$ cat config.mk
export PLATFORM = sky130hd
export DESIGN_NAME = ex3_accumulator
export DESIGN_NICKNAME = d
export VERILOG_FILES = /design/src/rtl/ex3_pkg.sv /design/src/rtl/ex3_digit_adder.sv /design/src/rtl/ex3_accumulator.sv
export SDC_FILE = /design/constraint.sdc
export NUM_CORES = 1
export LEC_CHECK = 0
export BUFFER_PORTS_ARGS = -buffer_cell sky130_fd_sc_hd__buf_2
export CORE_MARGIN = 4
export CORE_UTILIZATION = 30
export DETAILED_ROUTE_END_ITERATION = 10
export SYNTH_ARGS = -nofsm -noshare
export SYNTH_HDL_FRONTEND = slang
export SYNTH_SLANG_ARGS = --single-unit
$ cat constraint.sdc
create_clock -name clk -period 8.6 [get_ports clk]
set_input_delay 0.43 -clock clk [delete_from_list [all_inputs] [get_ports clk]]
set_output_delay 0.43 -clock clk [all_outputs]
set_load 0.03 [all_outputs]
$ cat src/rtl/ex3_pkg.sv
// Shared Excess-3 constants, FSM encodings and legal-code check.
// Used by the accumulator and its digit adder.
package ex3_pkg;

    localparam logic [3:0] EX3_ZERO = 4'b0011;
    localparam logic [3:0] EX3_NINE = 4'b1100;

    typedef enum logic [1:0] {
        ST_IDLE = 2'd0,
        ST_ADD  = 2'd1,
        ST_DONE = 2'd2
    } state_t;

    function automatic logic ex3_legal(input logic [3:0] c);
        return (c >= 4'd3) && (c <= 4'd12);
    endfunction

endpackage

$ cat src/rtl/ex3_digit_adder.sv
// One Excess-3 digit adder: sums two codes plus carry,
// then corrects by +3 (carry) or -3 (no carry).
module ex3_digit_adder (
    input  logic [3:0] a,
    input  logic [3:0] b,
    input  logic       cin,
    output logic [3:0] s,
    output logic       cout
);

    logic [4:0] sum;

    always_comb begin
        sum = {1'b0, a} + {1'b0, b} + {4'b0000, cin};
        if (sum[4]) begin
            s    = sum[3:0] + 4'd3;
            cout = 1'b1;
        end else begin
            s    = sum[3:0] - 4'd3;
            cout = 1'b0;
        end
    end

endmodule

$ cat src/rtl/ex3_accumulator.sv
// Serial Excess-3 accumulator, one digit per cycle.
// Define EX3_ACC_SAT_EN to saturate at all nines on overflow.
module ex3_accumulator
    import ex3_pkg::*;
#(
    parameter int NDIGITS = 4
) (
    input  logic                 clk,
    input  logic                 rst,
    input  logic                 clear,
    input  logic                 in_valid,
    input  logic [3:0]           ex3_in,
    output logic                 in_ready,
    output logic [4*NDIGITS-1:0] acc_out,
    output logic                 out_valid,
    output logic                 overflow,
    output logic                 err
);

    localparam int         W    = 4 * NDIGITS;
    localparam logic [2:0] LAST = 3'(NDIGITS - 1);
`ifdef EX3_ACC_SAT_EN
    localparam bit SAT = 1'b1;
`else
    localparam bit SAT = 1'b0;
`endif

    state_t       state;
    logic [2:0]   idx;
    logic         carry;
    logic [3:0]   addend;
    logic [W-1:0] acc;
    logic [3:0]   cur_a;
    logic [3:0]   cur_b;
    logic [3:0]   sum_d;
    logic         cout;
    logic         accept;
    logic         illegal;

    assign in_ready = (state == ST_IDLE);
    assign accept   = in_valid && in_ready && ex3_legal(ex3_in);
    assign illegal  = in_valid && in_ready && !ex3_legal(ex3_in);
    assign acc_out  = acc;

    always_comb begin
        cur_a = EX3_ZERO;
        for (int i = 0; i < NDIGITS; i++) begin
            if (idx == 3'(i)) cur_a = acc[i*4 +: 4];
        end
    end

    // Only digit 0 sees the new code; higher digits just absorb carry.
    assign cur_b = (idx == 3'd0) ? addend : EX3_ZERO;

    ex3_digit_adder u_digit (
        .a    (cur_a),
        .b    (cur_b),
        .cin  (carry),
        .s    (sum_d),
        .cout (cout)
    );

    always_ff @(posedge clk or posedge rst) begin
        if (rst) begin
            state     <= ST_IDLE;
            idx       <= 3'd0;
            carry     <= 1'b0;
            addend    <= EX3_ZERO;
            acc       <= {NDIGITS{EX3_ZERO}};
            overflow  <= 1'b0;
            out_valid <= 1'b0;
            err       <= 1'b0;
        end else begin
            out_valid <= 1'b0;
            err       <= 1'b0;
            if (clear) begin
                state    <= ST_IDLE;
                idx      <= 3'd0;
                carry    <= 1'b0;
                acc      <= {NDIGITS{EX3_ZERO}};
                overflow <= 1'b0;
            end else begin
                unique case (state)
                    ST_IDLE: begin
                        if (accept) begin
                            state  <= ST_ADD;
                            idx    <= 3'd0;
                            carry  <= 1'b0;
                            addend <= ex3_in;
                        end else if (illegal) begin
                            err <= 1'b1;
                        end
                    end
                    ST_ADD: begin
                        for (int i = 0; i < NDIGITS; i++) begin
                            if (idx == 3'(i)) acc[i*4 +: 4] <= sum_d;
                        end
                        carry <= cout;
                        idx   <= idx + 3'd1;
                        if (idx == LAST) begin
                            state <= ST_DONE;
                            if (cout) begin
                                overflow <= 1'b1;
                                if (SAT) acc <= {NDIGITS{EX3_NINE}};
                            end
                        end
                    end
                    ST_DONE: begin
                        state     <= ST_IDLE;
                        out_valid <= 1'b1;
                    end
                    default: state <= ST_IDLE;
                endcase
            end
        end
    end

endmodule

# ---- Word level (Yosys, flattened, before mapping)
# Index checks and enable logic that the tools add are counted.
dict set report word_totals {
  reg_bits 29
  input_bits 8
  out_inout_bits 20
  elab_cells 81
}
dict set report classes {
  addsub 5
  magnitude_cmp 2
  eq_ne 7
  mux 33
  bitwise 1
  n_reduce_logical 22
}
# op n
set op_table {}
lappend op_table {{$mux 4} 10}
lappend op_table {{$mux 16} 2}
lappend op_table {{$mux 1} 13}
lappend op_table {{$reduce_and 2->1} 6}
lappend op_table {{$reduce_bool 2->1} 6}
lappend op_table {{$eq 3x2->1 const B} 2}
lappend op_table {{$mux 2} 3}
lappend op_table {{$mux 3} 2}
lappend op_table {{$pmux 3 s2} 1}
lappend op_table {{$reduce_and 3->1} 2}
lappend op_table {{$add 4x4->5} 1}
lappend op_table {{$add 5x1->5} 1}
lappend op_table {{$add 4x2->4 const B} 1}
lappend op_table {{$ge 4x2->1 const B} 1}
lappend op_table {{$le 4x4->1 const B} 1}
lappend op_table {{$logic_and 1x1->1} 4}
lappend op_table {{$pmux 2 s2} 1}
lappend op_table {{$sub 4x2->4 const B} 1}
lappend op_table {{$add 3x1->3 const B} 1}
lappend op_table {{$eq 3x1->1 const B} 1}
lappend op_table {{$logic_not 3->1} 1}
lappend op_table {{$ne 3x2->1 const B} 1}
lappend op_table {{$ne 3x3->1 const B} 1}
lappend op_table {{$reduce_bool 3->1} 1}
lappend op_table {{6 further kinds} 6}

# ---- Longest topological paths before layout
# Gate-level depths: netlist of the first run.
dict set report logic_depth {
  word_depth 12
  ltp_mapped 20
  mapped_depth_nobuf 19
}

# ---- Modules after synthesis
# From an unflattened synthesis of the first run, not the netlist that was laid out.
dict set report hier_totals {
  cells_unflattened 176
  hier_area_um2 1823.0
}
# module instances cells_per_inst area_each_um2 seq_area_each_um2
set by_module_without_submodules {}
lappend by_module_without_submodules {ex3_accumulator 1 146 1552.7 738.2}
lappend by_module_without_submodules {ex3_digit_adder 1 30 270.3 0.0}

# ---- Worst setup path before layout of the first run
# OpenSTA, ideal clock, no wires.
dict set report synth_timing {
  path_kind {register to register}
  start {register idx[1]}
  end {register acc[11] (netlist: acc_out[11])}
  t_arrival_ps 3914
  required_time_ps 8474
  path_slack_ps 4560
  path_stages_with_launch 21
  n_path_buf 1
  period_less_slack_ps 4040
  cell_sequence {dfrtp_1 inv_1 ha_1 clkbuf_1 nor2_1 a221oi_1 a21oi_1 nand2_1 o21ai_0 fa_1 fa_1 nor2b_1 o21ai_0 nand2b_1 inv_1 ha_1 a21oi_1 nand2_1 xor2_2 nor4_2 a221o_1}
}
dict set report synth_between {
  elab_chain_len 12
  elab_cells_between_ends 19
  classes_between {4 x add/sub; 3 x eq/ne; 9 x mux; 3 x reduce/logical}
}
# element line_no
set synth_rtl {}
lappend synth_rtl {{from (decl)} ex3_accumulator.sv:29} ;# logic [2:0] idx;
lappend synth_rtl {{from (signal assigned)} ex3_accumulator.sv:99} ;# idx <= idx + 3'd1;
lappend synth_rtl {{$logic_not 3->1} {ex3_accumulator.sv:48, ex3_accumulator.sv:53}}
lappend synth_rtl {{$mux 4 (4 in series)} ex3_accumulator.sv:48} ;# if (idx == 3'(i)) cur_a = acc[i*4 +: 4];
lappend synth_rtl {{$add 4x4->5} ex3_digit_adder.sv:14} ;# sum = {1'b0, a} + {1'b0, b} + {4'b0000, cin};
lappend synth_rtl {{$add 5x1->5} ex3_digit_adder.sv:14}
lappend synth_rtl {{$sub 4x2->4 / $add 4x2->4 (equally long branches)} {ex3_digit_adder.sv:19, ex3_digit_adder.sv:16}}
lappend synth_rtl {{$mux 4} ex3_digit_adder.sv:15} ;# if (sum[4]) begin
lappend synth_rtl {{$mux 4} ex3_accumulator.sv:96} ;# if (idx == 3'(i)) acc[i*4 +: 4] <= sum_d;
lappend synth_rtl {{$mux 16} ex3_accumulator.sv:83} ;# unique case (state)
lappend synth_rtl {{$mux 16} ex3_accumulator.sv:76} ;# if (clear) begin
lappend synth_rtl {{to (signal assigned)} ex3_accumulator.sv:80} ;# acc <= {NDIGITS{EX3_ZERO}};
lappend synth_rtl {{to (signal, indexed assignment)} ex3_accumulator.sv:96}
lappend synth_rtl {{to (signal assigned)} ex3_accumulator.sv:104} ;# if (SAT) acc <= {NDIGITS{EX3_NINE}};
lappend synth_rtl {{to (decl)} ex3_accumulator.sv:32} ;# logic [W-1:0] acc;
# Parallel ways exist; a longest one is shown, timed or not. The select of a mux whose other input is x is not followed.
# A chain may end at the register's enable or synchronous reset.

# ---- Worst setup path after layout of the first run
# Ends and elaborated chain as after synthesis.

==> results of run 1 <==
worst register-to-register path, stage by stage (launching register included):
cell and delay, ps:
dfrtp_1 410, inv_1 90, ha_1 380, nor2_1 80, a221oi_1 280, a21oi_1 70, nand2_1 70, o21ai_0 110
fa_1 440, fa_1 410, nor2b_1 210, o21ai_0 100, nand2b_1 160, inv_1 100, ha_1 350, a21oi_1 160
nand2_1 100, xor2_2 370, nor4_2 90, a221o_1 280
state kept, by name (all words and copies together) (netlist names):
register	count
out_valid	1
state	2
idx	3
acc_out	16
err	1
carry	1
addend	4
overflow	1
cell type report:
cell class / instances / area [µm²] / area share (%)
clock buffers: 8 / 90.1 / 4.30
inverters: 13 / 48.8 / 2.33
well taps: 72 / 90.1 / 4.30
flip-flops and latches: 29 / 738 / 35.2
repair buffers: 28 / 143 / 6.81
multi-input cells: 141 / 985 / 47.0
logic make-up after synthesis:
kind of cell | count (synthesis)
multiplexers | 4
AND/OR/NAND/NOR | 80
AO/OA/AOI/OAI | 41
adder cells (fa/ha/maj) | 13
flip-flops | 29
XOR/XNOR | 3
buffers and inverters | 20
where the power goes:
| part | switching (mW) | internal (mW) | total, mW | leakage [nW] |
|---|---|---|---|---|
| Sequential | 0.0109 | 0.154 | 0.165 | 0.364 |
| Combinational | 0.189 | 0.104 | 0.293 | 0.538 |
| Clock | 0.0478 | 0.0650 | 0.113 | 0.0455 |
layout by cell type (no fill, tap or decap), types with 2 or more instances in the layout:
cell      count
inv_1        13
o21ai_0       4
and2_1        2
nand2_1      20
clkbuf_1      2
buf_2        27
nand3_1      10
xnor2_1       2
nand2_2       2
nor2b_1       3
dfrtp_1      19
nand2b_1      4
clkbuf_8      6
o31ai_1       2
a31oi_1       2
o211ai_1      3
nor2_1       19
nand3b_1      7
a22o_1        2
a22oi_1       2
ha_1         10
nor2_2        2
a211o_1       5
a221oi_1      2
a21oi_1      11
mux2_1        3
dfstp_2      10
fa_1          3
layer usage:
| metal | up-vias | wire length [µm] |
|---|---|---|
| li1 | 723 | - |
| met1 | 684 | 1890 |
| met2 | 24 | 2020 |
| met3 | 6 | 183 |
| met4 | 0 | 61 |
| met5 | - | 0 |
worst paths after layout:
path                               end  slack [ps]  depth (start not counted)  startpoint
max reg2reg                acc_out[11]        4210                         19      idx[1]
min reg2reg                 acc_out[8]         490                          2  acc_out[8]
max                        acc_out[11]        4210                         19      idx[1]
min                                err         210                          3         rst
min in group clk             addend[1]         390                          2   ex3_in[1]
max in group asynchronous   acc_out[9]        8080                          3         rst
==> summary.md, run 1 <==
| Metric | Value |
|---|---|
| Status | `completed` |
| Cell area after layout | `2090 µm²` |
| Ant diodes | `0` |
| Detailed Place HPWL | `3140 µm` |
| Avg Synthesized Cell Area | `9.46 µm²` |
| GRT Total Usage | `12.8%` |
| DR WL/cell | `14.3 µm` |
| Setup TNS | `0 ps` |
| CTS resizes | `0` |
| Final Non-Filler Cells | `291` |
| Main area contributors after synthesis | `dfrtp_1 (26%), dfstp_2 (15%), ha_1 (7.0%)` |
| Nets | `239` |
| Post-synth EDFFs | `0` |
| Placer Congestion | `0.894` |
| Leakage | `0.948 nW` |
| IO buf count | `27` |
| Type of element launching the critical path | `register` |
| Critical path capture point type | `register` |
| Unrepaired setup endpoints after global routing | `false` |
| Slew HR | `50.3%` |
| Fillcell total | `577` |
| Detailed-route DRC error count | `0` |
| Leading area contributor after synthesis | `dfrtp_1` |
| M3 GR Usage | `3.79%` |
| Clk buf depth | `2` |
| Xor and xnor area share after synthesis | `1.88%` |
| Top Ports | `28` |
| First-pass GRT wire length | `7290 µm` |
| Core area | `5640 µm²` |
| Syn Std Cell Area | `1800 µm²` |
| Skew-Pair Late Insertion Delay | `280 ps` |
| Worst Hold Class | `primary input to async pin` |
| Number of library cell types mapped by synthesis | `47` |
| WHS | `206 ps` |
| Vias in the first global route | `1492` |
| Placed insts | `283` |
| Root buf cell | `clkbuf_8` |
| Drt pass-1 iters | `4` |
| Grt total ovfl | `0` |
| Chip width | `85.4 µm` |
| Largest net degree at the start of global routing | `31` |
| CTS tree | `done` |
| Met2 Track Usage GR | `20.1%` |
| Hold Violations, Final | `0` |
| ANT nets after route | `0` |
| Synth warn | `0` |
| Slowest stage delay, CP | `440 ps` |
| Vias | `1437` |
| Clock sink count | `29` |
| Pwr Total | `571 µW` |
| Setup violators final | `0` |
| Synth-to-Final Area Change | `16.5%` |
| Final Slew Violations | `0` |
| Synth Area in Compound Gates | `15.7%` |
| Min Tclk post-route | `4390 ps` |
| Cts bufs inserted | `5` |
| Synth top cells by count | `nand2_1 (20), dfrtp_1 (19), nor2_1 (19)` |
| Max Cap Violations | `0` |
| FP Rows | `27` |
| Post-Synth Simple-Gate Area | `24.4%` |
| Place WS | `4250 ps` |
| Initial Util | `31.9%` |
| Asr flop ratio synth | `100%` |
| Primary FF master, synth | `dfrtp_1` |
| Crit path arrival time | `4550 ps` |
| Layer with the highest usage | `met2` |
| Final Util | `37.1%` |
| Syn Nets | `211` |
| Critical path, cell by cell | `inv_1 > ha_1 > nor2_1 > a221oi_1 > a21oi_1 > nand2_1 > o21ai_0 > fa_1 > fa_1 > nor2b_1 > o21ai_0 > nand2b_1 > inv_1 > ha_1 > a21oi_1 > nand2_1 > xor2_2 > nor4_2 > a221o_1` |
| Share of post-route cells with drive strength above 1 | `25.1%` |
| Mux contribution to synthesized area | `2.51%` |
| Clock Pin Slew Worst Setup and Hold Paths | `60 ps` |
| GR Layer Usage met1 | `16.5%` |
| DR vias/cell | `4.94` |
| Syn Inst Count | `190` |
| Hold buffers post-CTS | `0` |
| Seq cells post-synth | `29` |
| Clock skew | `5.83 ps` |
| Fin crit share | `51.0%` |
| Highest clock rate | `0.228 GHz` |
| Initial DRC Count | `75` |
| Family with the most delay on the worst path | `adder cells` |
| H-tree levels | `2` |
| Setup Fix Bufs, Post-CTS | `0` |
| Worst path buffer plus inverter count | `2` |
| Most frequent cell after synthesis | `nand2_1` |
| Sequential area share after synthesis | `41.1%` |
| Placed Area | `2000 µm²` |
| Total wire length | `4150 µm` |
| VDD IR max | `0.131 mV` |
| Die Y | `85.4 µm` |
| Initial antenna violation count | `0` |
| Power density cells | `273 nW/µm²` |
| Actual slew at the worst max-slew pin | `740 ps` |
| Crit Path Class | `register to register` |
| Max Fanout on Critical Path | `11` |
| WP data required | `8760 ps` |
| Adder-Cell Fraction of Synth Area | `10.3%` |
| Largest family of logic cells by synthesized area | `simple AND/OR/NAND/NOR gates` |
| Die ar. | `7300 µm²` |
| Setup ws final | `4210 ps` |
| Area share of the largest cell type after synthesis | `26.4%` |
| CP max stage cell | `fa_1` |
Power figures use the tool's default switching activity.
==> run 2: changes to the inputs <==
==> constraint.sdc (replaced) <==
create_clock -name clk -period 4.48 [get_ports clk]
set_input_delay 0.224 -clock clk [delete_from_list [all_inputs] [get_ports clk]]
set_output_delay 0.224 -clock clk [all_outputs]
set_load 0.03 [all_outputs]
==> run 2 against run 1 <==
  * First-iteration DRC count grew 4.0%
  * Highest routed layer unchanged
  * Global-route usage is 0.51 points lower
  * Clock skew is 2.9 ps higher
  * Critical path type unchanged
  * Combinational power increased by 100%
==> summary.md, run 2 (synthesized netlist as in run 1, its figures left out) <==
| Metric | Value |
|---|---|
| IO buf count | `27` |
| Placer Congestion | `0.810` |
| Grt total ovfl | `0` |
| Comb power frac | `52.2%` |
| Unrepaired setup endpoints after global routing | `false` |
| Sw Share | `43.2%` |
| Power density cells | `528 nW/µm²` |
| Min Tclk post-route | `4130 ps` |
| Clk buf depth | `2` |
| DR vias/cell | `4.95` |
| Die Y | `85.4 µm` |
| Max Cap Violations | `0` |
| Type of element launching the critical path | `register` |
| Cts bufs inserted | `5` |
| WHS | `5.81 ps` |
| Fillcell total | `579` |
| Vias | `1451` |
| Final Slew Violations | `0` |
| Detailed Place HPWL | `3080 µm` |
| Total wire length | `4060 µm` |
| Clock sink count | `29` |
| Area occupied by multi-input gates | `998 µm²` |
| Drt pass-1 iters | `4` |
| Cell area after layout | `2120 µm²` |
| Crit Path Class | `register to register` |
| Met2 Wirelength | `1910 µm` |
| Ant diodes | `0` |
| Slowest stage delay, CP | `450 ps` |
| CTS tree | `done` |
| Fin crit share | `92.2%` |
| Sw Pwr | `484 µW` |
| VDD IR max | `0.207 mV` |
| Core area | `5640 µm²` |
| Critical path capture point type | `register` |
| DR WL/cell | `13.9 µm` |
| Seq. cell area | `738 µm²` |
| Slew HR | `59.7%` |
| Share of post-route cells with drive strength above 1 | `26.2%` |
| Leakage | `0.958 nW` |
| Max Fanout on Critical Path | `8` |
| R2r setup slk | `350 ps` |
| Setup TNS | `0 ps` |
| Critical path, cell by cell | `inv_1 > ha_1 > nor2_1 > a221oi_1 > a21oi_1 > nand2_1 > o21ai_0 > fa_1 > fa_1 > nor2b_1 > o21ai_0 > nand2b_1 > inv_1 > ha_1 > a21oi_1 > nand2_1 > xor2_4 > nor4_2 > a221o_1` |
| Family with the most delay on the worst path | `adder cells` |
| First-pass GRT wire length | `7130 µm` |
| WP data required | `4650 ps` |
| CP max stage cell | `fa_1` |
| Top sig layer | `met4` |
| Nets | `241` |
| Worst Hold Class | `primary input to async pin` |
| H-tree levels | `2` |
| Hold Violations, Final | `0` |
| Actual slew at the worst max-slew pin | `600 ps` |
| Placed Area | `2020 µm²` |
| Worst path buffer plus inverter count | `2` |
| Synth-to-Final Area Change | `18.1%` |
| Top Ports | `28` |
| GRT Total Usage | `12.3%` |
| Detailed-route DRC error count | `0` |
| Detail Route met3 WL | `193 µm` |
| Clock Pin Slew Worst Setup and Hold Paths | `70 ps` |
| Chip width | `85.4 µm` |
| Initial antenna violation count | `0` |
| Commonest non-fill, non-tap cell in the layout | `buf_2` |
| Initial DRC Count | `78` |
| ANT nets after route | `0` |
| Internal power | `637 µW` |
| Setup violators final | `0` |
| Leading cell types in the layout, fill and taps excluded | `buf_2 (27), nand2_1 (20), nor2_1 (19), dfrtp_1 (19), inv_1 (13)` |
| FP Rows | `27` |
| Root buf cell | `clkbuf_8` |
| Status | `completed` |
| Max FFs per register | `16` |
| M1 WL | `1890 µm` |
| Highest clock rate | `0.242 GHz` |
| Initial Util | `31.9%` |
| Crit path arrival time | `4300 ps` |
| Clock network power share | `19.6%` |
| Largest net degree at the start of global routing | `31` |
| Clock skew | `8.69 ps` |
| Skew-Pair Late Insertion Delay | `280 ps` |
| Die ar. | `7300 µm²` |
| Sequential group share of total power | `28.3%` |
| Vias in the first global route | `1458` |
-- run 2: cell count changes in the layout (fill, tap and decap cells not counted) --
| cell | before | now |
|---|---|---|
| xor2_2 | 1 | 0 |
| ha_1 | 10 | 9 |
| buf_4 | 1 | 3 |
| ha_2 | 0 | 1 |
| xor2_4 | 0 | 1 |
-- run 2: power by group through the flow --
stage          logic [mW]  registers (mW)  clock network [mW]
6_report            0.585           0.317               0.220
5_1_grt             0.651           0.321               0.236
4_1_cts             0.556           0.317               0.228
3_5_place_dp        0.553           0.321                   0
3_3_place_gp        0.551           0.321                   0
2_1_floorplan       0.400           0.346                   0
-- run 2: final timing paths --
path / startpoint / to / depth (start not counted)
worst max-delay path: idx[1] / acc_out[11] / 19
worst min-delay path: rst / out_valid / 3
worst max register to register: idx[1] / acc_out[11] / 19
worst min register to register: addend[3] / addend[3] / 1
max in group asynchronous: rst / acc_out[1] / 3
min in group clk: ex3_in[1] / addend[1] / 2
-- run 2: tightest hold or removal path, cell delays in order --
cell and delay, ps:
buf_2 90, inv_1 40, buf_4 340
-- run 2: repair_timing --
action,4_1_cts,5_1_grt
endpoints found under the setup margin,0,1
hold buffers,0,0
resized for setup,0,2
buffers inserted,0,0
-- run 2: metrics by stage --
stage,util (%),instances,setup WS [ps],power [mW]
4_1_cts,37.4,293,287,1.10
3_3_place_gp,35.8,285,437,0.872
5_1_grt,37.6,293,40.0,1.21
2_1_floorplan,-,190,440,0.745
3_5_place_dp,35.8,285,315,0.874
6_report,37.6,293,351,1.12
-- run 2: routing by layer --
| layer | track usage, % | up-vias |
|---|---|---|
| met5 | 0 | - |
| met4 | 4.75 | 0 |
| met3 | 2.91 | 8 |
| met2 | 19.8 | 33 |
| met1 | 15.8 | 687 |
| li1 | - | 723 |
-- run 2: layout make-up --
class                           instances  area share [%]
Clock buffer                            8            4.24
Inverter                               13            2.30
Multi-Input combinational cell        141            47.0
Sequential cell                        29            34.8
Tap cell                               72            4.24
Timing Repair Buffer                   30            7.42
